==> src/rtl/vga_pixel_timing.sv <==
// ============================================================================
// Module   : vga_pixel_timing
// Purpose  : VGA raster timing generator fed by a valid/ready pixel stream,
//            with underflow counting and automatic frame re-lock.
// Revision : 1.0 - initial release
// ============================================================================
`default_nettype none
`timescale 1ns/1ps

module vga_pixel_timing #(
  parameter int C_resolution_x      = 1024,
  parameter int C_hsync_front_porch = 24,
  parameter int C_hsync_pulse       = 136,
  parameter int C_hsync_back_porch  = 160,
  parameter int C_resolution_y      = 768,
  parameter int C_vsync_front_porch = 3,
  parameter int C_vsync_pulse       = 6,
  parameter int C_vsync_back_porch  = 29,
  parameter int C_hsync_pol         = 0,
  parameter int C_vsync_pol         = 0,
  parameter int C_depth             = 2,
  parameter int C_bits_x            = 11,
  parameter int C_bits_y            = 11
) (
  input  logic                   clk_pixel,
  input  logic                   rst_n,
  input  logic [3*C_depth-1:0]   pix_data,
  input  logic                   pix_sof,
  input  logic                   pix_valid,
  output logic                   pix_ready,
  output logic [C_depth-1:0]     vga_r,
  output logic [C_depth-1:0]     vga_g,
  output logic [C_depth-1:0]     vga_b,
  output logic                   vga_hsync,
  output logic                   vga_vsync,
  output logic                   vga_blank,
  output logic                   frame_start,
  output logic                   locked,
  output logic [15:0]            underflow_cnt
);

  localparam int c_h_total = C_resolution_x + C_hsync_front_porch + C_hsync_pulse + C_hsync_back_porch;
  localparam int c_v_total = C_resolution_y + C_vsync_front_porch + C_vsync_pulse + C_vsync_back_porch;

  localparam logic [C_bits_x-1:0] c_h_last = C_bits_x'(c_h_total - 1);
  localparam logic [C_bits_x-1:0] c_h_vis  = C_bits_x'(C_resolution_x);
  localparam logic [C_bits_x-1:0] c_hs_beg = C_bits_x'(C_resolution_x + C_hsync_front_porch);
  localparam logic [C_bits_x-1:0] c_hs_end = C_bits_x'(C_resolution_x + C_hsync_front_porch + C_hsync_pulse);
  localparam logic [C_bits_y-1:0] c_v_last = C_bits_y'(c_v_total - 1);
  localparam logic [C_bits_y-1:0] c_v_vis  = C_bits_y'(C_resolution_y);
  localparam logic [C_bits_y-1:0] c_vs_beg = C_bits_y'(C_resolution_y + C_vsync_front_porch);
  localparam logic [C_bits_y-1:0] c_vs_end = C_bits_y'(C_resolution_y + C_vsync_front_porch + C_vsync_pulse);
  localparam logic c_hs_idle = (C_hsync_pol != 0) ? 1'b0 : 1'b1;
  localparam logic c_vs_idle = (C_vsync_pol != 0) ? 1'b0 : 1'b1;

  typedef enum logic [0:0] {
    ST_RESYNC = 1'b0,
    ST_RUN    = 1'b1
  } state_t;

  state_t                 r_state;
  logic                   r_err;
  logic [C_bits_x-1:0]    r_h;
  logic [C_bits_y-1:0]    r_v;
  logic [3*C_depth-1:0]   r_rgb;
  logic                   r_hsync;
  logic                   r_vsync;
  logic                   r_blank;
  logic                   r_frame_start;
  logic [15:0]            r_underflow_cnt;

  logic w_h_last;
  logic w_v_last;
  logic w_eof;
  logic w_origin;
  logic w_vis;
  logic w_hs_act;
  logic w_vs_act;
  logic w_starve;
  logic w_misalign;
  logic w_relock;
  logic w_ready;

  assign w_h_last = (r_h == c_h_last);
  assign w_v_last = (r_v == c_v_last);
  assign w_eof    = w_h_last && w_v_last;
  assign w_origin = (r_h == '0) && (r_v == '0);
  assign w_vis    = (r_h < c_h_vis) && (r_v < c_v_vis);
  assign w_hs_act = (r_h >= c_hs_beg) && (r_h < c_hs_end);
  assign w_vs_act = (r_v >= c_vs_beg) && (r_v < c_vs_end);

  assign w_starve   = w_vis && !pix_valid;
  // Early SOF on a consumed pixel, or a non-SOF pixel sitting at the origin.
  assign w_misalign = (w_vis && pix_valid && pix_sof && !w_origin) ||
                      (w_origin && pix_valid && !pix_sof);
  assign w_relock   = pix_valid && pix_sof;

  // While resyncing, drain everything except the SOF pixel, which waits at the head.
  always_comb begin
    w_ready = 1'b0;
    if (r_state == ST_RUN) begin
      w_ready = w_vis;
    end else begin
      w_ready = pix_valid && !pix_sof;
    end
  end

  assign pix_ready = rst_n && w_ready;

  always_ff @(posedge clk_pixel or negedge rst_n) begin
    if (!rst_n) begin
      r_state         <= ST_RESYNC;
      r_err           <= 1'b0;
      r_h             <= '0;
      r_v             <= '0;
      r_rgb           <= '0;
      r_hsync         <= c_hs_idle;
      r_vsync         <= c_vs_idle;
      r_blank         <= 1'b1;
      r_frame_start   <= 1'b0;
      r_underflow_cnt <= '0;
    end else begin
      if (w_h_last) begin
        r_h <= '0;
        r_v <= w_v_last ? '0 : r_v + 1'b1;
      end else begin
        r_h <= r_h + 1'b1;
      end

      r_hsync       <= w_hs_act ^ c_hs_idle;
      r_vsync       <= w_vs_act ^ c_vs_idle;
      r_blank       <= !w_vis;
      r_frame_start <= w_origin;

      case (r_state)
        ST_RESYNC: begin
          r_rgb <= '0;
          if (w_eof && w_relock) begin
            r_state <= ST_RUN;
          end
        end
        ST_RUN: begin
          r_rgb <= (w_vis && pix_valid) ? pix_data : '0;
          if (w_starve && (r_underflow_cnt != 16'hFFFF)) begin
            r_underflow_cnt <= r_underflow_cnt + 16'd1;
          end
          if (w_eof) begin
            // A failed frame drops lock unless SOF is already waiting.
            if (r_err) begin
              r_err <= 1'b0;
              if (!w_relock) begin
                r_state <= ST_RESYNC;
              end
            end
          end else if (w_starve || w_misalign) begin
            r_err <= 1'b1;
          end
        end
        default: begin
          r_state <= ST_RESYNC;
          r_rgb   <= '0;
        end
      endcase
    end
  end

  assign vga_r         = r_rgb[3*C_depth-1:2*C_depth];
  assign vga_g         = r_rgb[2*C_depth-1:C_depth];
  assign vga_b         = r_rgb[C_depth-1:0];
  assign vga_hsync     = r_hsync;
  assign vga_vsync     = r_vsync;
  assign vga_blank     = r_blank;
  assign frame_start   = r_frame_start;
  assign locked        = (r_state == ST_RUN);
  assign underflow_cnt = r_underflow_cnt;

endmodule

`default_nettype wire

==> config.mk <==
export PLATFORM = sky130hd
export DESIGN_NAME = vga_pixel_timing
export DESIGN_NICKNAME = d
export VERILOG_FILES = /design/src/rtl/vga_pixel_timing.sv
export SDC_FILE = /design/constraint.sdc
export NUM_CORES = 1
export LEC_CHECK = 0
export ABC_AREA = 1
export CORE_ASPECT_RATIO = 2
export CORE_MARGIN = 4
export CORE_UTILIZATION = 55
export CTS_CLUSTER_SIZE = 8
export DETAILED_ROUTE_END_ITERATION = 10
export PLACE_DENSITY = 0.89
export SYNTH_ARGS = -nofsm -noshare
export SYNTH_HDL_FRONTEND = slang
export SYNTH_SLANG_ARGS = --single-unit
==> constraint.sdc <==
create_clock -name clk_pixel -period 2 [get_ports clk_pixel]
set_clock_uncertainty 0.2 [all_clocks]
set_input_delay 0.2 -clock clk_pixel [delete_from_list [all_inputs] [get_ports clk_pixel]]
set_output_delay 0.2 -clock clk_pixel [all_outputs]
set_load 0.01 [all_outputs]
---- Yosys cells after proc, flatten, opt, wreduce, memory -nomap -nowiden ----
Cells that the tools add are included.
word-level totals
  register bits ........................... 50
  bits of input ports ..................... 10
  output and inout port bits .............. 28
  logic and storage cells ................. 64
cells by class
  $add $sub $neg .......................... 3
  order comparisons ....................... 6
  equal/unequal tests ..................... 3
  mux-type cells .......................... 12
  bitwise logic cells ..................... 3
  reduce and logical (&&, ||, !) cells .... 27
operators by type and width
  cell                                                    count
  adder 11 x 1 -> 11 bit (second input constant)          2
  zero test 11 bit                                        2
  < comparator 11 x 10 -> 1 bit (second input constant)   2
  < comparator 11 bit (second input constant)             2
  2-to-1 mux 11 bit                                       2
  adder 16 x 1 -> 16 bit (second input constant)          1
  logical AND 1 bit                                       16
  != test 16 bit (second input constant)                  1
  one-hot mux 6 bit (2 select lines)                      1
  equality test 11 x 10 -> 1 bit (second input constant)  1
  equality test 11 bit (second input constant)            1
  >= comparator 11 x 10 -> 1 bit (second input constant)  1
  >= comparator 11 bit (second input constant)            1
  2-to-1 mux 1 bit                                        7
  2-to-1 mux 6 bit                                        1
  zero test 1 bit                                         4
  AND reduction 2 bit                                     2
  NOT 1 bit                                               3
  logical OR 1 bit                                        2
  one-hot mux 1 bit (2 select lines)                      1
  nonzero test 2 bit                                      1

---- Longest topological paths before layout ----
  word-level depth ........................ 9
  depth in mapped cells ................... 11
  depth with buffers taken out ............ 10

---- Worst setup path before layout ----
Ideal clock, no wire load.
  path kind ............................... register to register
  from .................................... reg r_underflow_cnt[0] (netlist: underflow_cnt[0])
  to ...................................... reg r_underflow_cnt[14] (netlist: underflow_cnt[14])
  library setup time ...................... 0.116 ns
  arrival time ............................ 1.515 ns
  data required time ...................... 1.684 ns
  slack ................................... 0.168 ns
  stages on the path, launching flop included .. 12
  buffers on the path ..................... 1
  period minus slack after synthesis ...... 1.832 ns
  cells stage by stage .................... dfrtp_1 > ha_1 > nand3_2 > nor2_4 > nand2_2 > nor2_4 > nand2_2 > nand2_4 > inv_4 > buf_8 > nand2_1 > nand2_1
between the ends
  cells in the longest elaborated chain, start to end .. 3
  elaborated cells between the ends (all ways) .. 4
  those cells by class .................... add/sub (1); eq/ne (1); reduce/logical (2)
RTL lines
  item                                                            line  text
  start, declared                                                 70    logic [15:0] r_underflow_cnt;
  start signal, assigned                                          145   r_underflow_cnt <= r_underflow_cnt + 16'd1;
  branches (longest 3 deep; another with adder 16 x 1 -> 16 bit)  -
Parallel ways; which one is timed is not known.
A chain may end at the register's enable or synchronous reset.

---- Worst setup path after layout ----
  from .................................... reg r_underflow_cnt[1] (netlist: underflow_cnt[1])
  to ...................................... reg r_underflow_cnt[3] (netlist: underflow_cnt[3])
The elaborated chain is that of the path after synthesis.

==> reports/qor.txt <==
count of pins on the block boundary: 38
power per standard cell area: 706 mW/mm^2
critical path required time: 2.02 ns
total die area: 0.00622 mm^2
DRC errors left: 0
worst path arrival time: 1.89 ns
share of power burned in combinational logic: 21.8%
filler instances: 356
register bit total from synthesis: 50
final number of hold-violating endpoints: 0
setup slack of the most critical reg-to-reg path: 0.13 ns
post-DP HPWL: 5.07 mm
cells on worst reg2reg path: 10
post-route setup slack: 0.129 ns
status: completed
average wire per cell in the routed design: 14.4 um
number of distinct standard cells referenced by the synthesized netlist: 29
terminus of the critical flop-to-flop path: underflow_cnt[3]
share of synthesized area occupied by flip-flops and latches: 46.0%
most common library cell in the layout ignoring fill and taps: sky130_fd_sc_hd__nand2_1
max-cap violations: 0
register clock-pin slew on the reported worst setup and hold paths: 0.09 ns
worst setup path class: reg -> reg
startpoint of the tightest hold check path: pix_data[4]
layout cells sized above 1: 13.3%
htree depth: 2
net switching component of the power: 696 uW
sequential cell fraction of total power: 47.7%
pin count of the biggest net entering global routing: 51
count of TritonRoute iterations in the first routing pass: 4
number of routed nets with antenna violations: 0
Synth top area share: 43.1%
hold path cells: 3
global-route wire length before repair: 10.9 mm
Synth Cell Area: 0.00273 mm^2
CTS Sinks: 50
count of inserted antenna diode cells: 0
number of global-route vias before repair: 2528
category of the worst setup path capture point: flip-flop
most frequent cells in the layout: sky130_fd_sc_hd__nand2_1 (79), sky130_fd_sc_hd__inv_1 (49), sky130_fd_sc_hd__dfrtp_1 (47)
global-route usage over all layers: 23.1%
proportion of total power due to net switching: 28.9%
Setup Viol. Count Final: 0
gate count of the mapped netlist: 343
number of nets produced by synthesis: 359
Core Rows: 36
largest fanout of any net on the critical path: 16
Static Leak: 0.00165 uW
final wirelength: 6.67 mm
Die W: 57.8 um
via total after detailed routing: 2468
sort of element at the start of the critical path: flip-flop
number of flops mapped to enable cells by yosys: 0
Syn-to-layout area delta: 25.0%
unrepaired setup endpoints after global routing: false
Iteration-0 DRC Markers: 84
cell taking the most area after synthesis: sky130_fd_sc_hd__dfrtp_1
mean instance size in the synthesized netlist: 7.96 um^2
worst slew margin relative to its limit: 57.8%
launch point of the worst reg-to-reg path: underflow_cnt[1]
Max Slew Vio Count: 0
core area: 0.00482 mm^2
Int Pwr: 1710 uW
clock tree from TritonCTS: yes
initial standard-cell utilization of the core: 56.6%
number of buffers created by CTS: 5
share of the clock period used by the worst path after layout: 93.6%
synthesis warning total: 0
Peak Freq: 534 MHz
Clock Power Share: 30.5%
dominant cells by area after synthesis: sky130_fd_sc_hd__dfrtp_1 (43%), sky130_fd_sc_hd__nand2_1 (11%), sky130_fd_sc_hd__inv_1 (6.9%), sky130_fd_sc_hd__xor2_1 (6.4%), sky130_fd_sc_hd__nor2_1 (6.1%)
Die Ht: 108 um
buffer cell driving the clock tree root: sky130_fd_sc_hd__clkbuf_8
antenna violations before repair: 0
Most used DFF post-synth: sky130_fd_sc_hd__dfrtp_1
buffers added on ports: 37
fin crit period: 1.87 ns
Placer Congestion: 0.904
class of the tightest hold or removal check: in -> reg
Worst Hold Path EP: r_rgb[4]
total placed cells including tap cells: 449
Clock Latency Late Sink: 0.32 ns
Final nets: 421
share of async-settable or async-resettable flops after synthesis: 100%
pin slew with the least headroom to its limit: 0.633 ns
total overflow reported by the global router: 0
Placement Setup Slack: -0.112 ns
vias per std cell: 5.33
non-filler cells, final: 463
Max IR drop VDD: 0.000861 V
worst-case clock buffer depth: 2
==> logic make-up after synthesis <==
group,count (synthesis),share of synthesized area [%]
AO/OA/AOI/OAI,31,6.65
XOR/XNOR,23,7.38
adder cells (fa/ha/maj),6,2.75
buffers and inverters,55,8.39
flip-flops,50,46.0
AND/OR/NAND/NOR,178,28.8
==> layer usage <==
| metal | share of wire, % | up-vias | GRT usage [%] |
|---|---|---|---|
| met3 | 4.1 | 38 | 4.32 |
| met2 | 53 | 86 | 39.4 |
| li1 | - | 1194 | - |
| met5 | 0 | - | 0 |
| met1 | 35 | 1150 | 23.5 |
| met4 | 7.8 | 0 | 18.9 |
==> repair_timing <==
item                                   4_1_cts  5_1_grt
setup buffers                                0        5
pin swaps                                    0        2
setup endpoints to repair                    1       15
cloned                                       0        0
gates resized for setup                      1        6
endpoints found under the hold margin       47        0
hold buffers                                 1        0
==> critical path, cell delays in order, from the launching register on <==
cell and delay, ns:
sky130_fd_sc_hd__dfrtp_1 0.36, sky130_fd_sc_hd__ha_1 0.21, sky130_fd_sc_hd__nand3_2 0.15, sky130_fd_sc_hd__nor2_4 0.15, sky130_fd_sc_hd__nand2_2 0.09, sky130_fd_sc_hd__nor2_4 0.11, sky130_fd_sc_hd__nand2_2 0.10, sky130_fd_sc_hd__nand2_4 0.12
sky130_fd_sc_hd__inv_4 0.10, sky130_fd_sc_hd__nand2_1 0.11, sky130_fd_sc_hd__o21ai_2 0.05
==> final cells by class <==
class	count	area [um^2]	area share [%]
Clock inverter	3	40.0	1.17
Inverter	52	198	5.79
Multi-Input combinational cell	238	1260	36.9
Sequential cell	50	1250	36.8
Tap cell	57	71.3	2.09
Clock buffer	5	68.8	2.02
Timing Repair Buffer	58	520	15.3
==> flip-flops by register name, summed over array words and instances, names as in the netlist <==
| register | cells |
|---|---|
| r_v | 11 |
| locked | 1 |
| vga_blank | 1 |
| vga_vsync | 1 |
| r_err | 1 |
| r_h | 11 |
| r_rgb | 6 |
| vga_hsync | 1 |
| underflow_cnt | 16 |
| frame_start | 1 |
==> through the flow <==
stage / utilization, % / power, uW / TNS, ns / instance area (um^2) / hold slack [ns]
after detailed placement: 67.4 / 1690 / -0.112 / 3250 / 0.179
after floorplan: - / 1400 / 0 / 2730 / -0.296
final: 70.8 / 2410 / 0 / 3410 / 0.194
after CTS: 69.8 / 2410 / 0 / 3360 / 0.192
after global placement: 67.4 / 1660 / -0.0914 / 3250 / 0.176
after global routing: 70.8 / 2510 / 0 / 3410 / 0.202
==> power groups by stage <==
stage / combinational [uW] / sequential, uW / clock, uW
after floorplan: 196 / 1200 / 0
after global placement: 496 / 1170 / 0
after detailed placement: 517 / 1170 / 0
after CTS: 522 / 1150 / 735
after global routing: 573 / 1160 / 778
final: 526 / 1150 / 736
==> synthesized netlist by cell type (4+ instances only) <==
library cell / count
sky130_fd_sc_hd__a21oi_1: 7
sky130_fd_sc_hd__nand3_1: 22
sky130_fd_sc_hd__nor3_1: 16
sky130_fd_sc_hd__nor2_1: 44
sky130_fd_sc_hd__nand2_1: 80
sky130_fd_sc_hd__nand4_1: 4
sky130_fd_sc_hd__o21ai_0: 16
sky130_fd_sc_hd__xor2_1: 20
sky130_fd_sc_hd__inv_1: 50
sky130_fd_sc_hd__ha_1: 6
sky130_fd_sc_hd__dfrtp_1: 47
sky130_fd_sc_hd__o21ai_2: 6
==> worst max path at each step <==
stage / from / to / slack (ns) / depth (start not counted)
after floorplan: underflow_cnt[0] / underflow_cnt[14] / 0.17 / 11
after global placement: pix_valid / pix_ready / -0.09 / 5
after detailed placement: pix_valid / pix_ready / -0.11 / 5
after CTS: r_v[9] / pix_ready / 0.003 / 6
after global routing: underflow_cnt[0] / underflow_cnt[13] / 0.004 / 10
final: underflow_cnt[1] / underflow_cnt[3] / 0.13 / 10
Power figures use the tool's default switching activity.
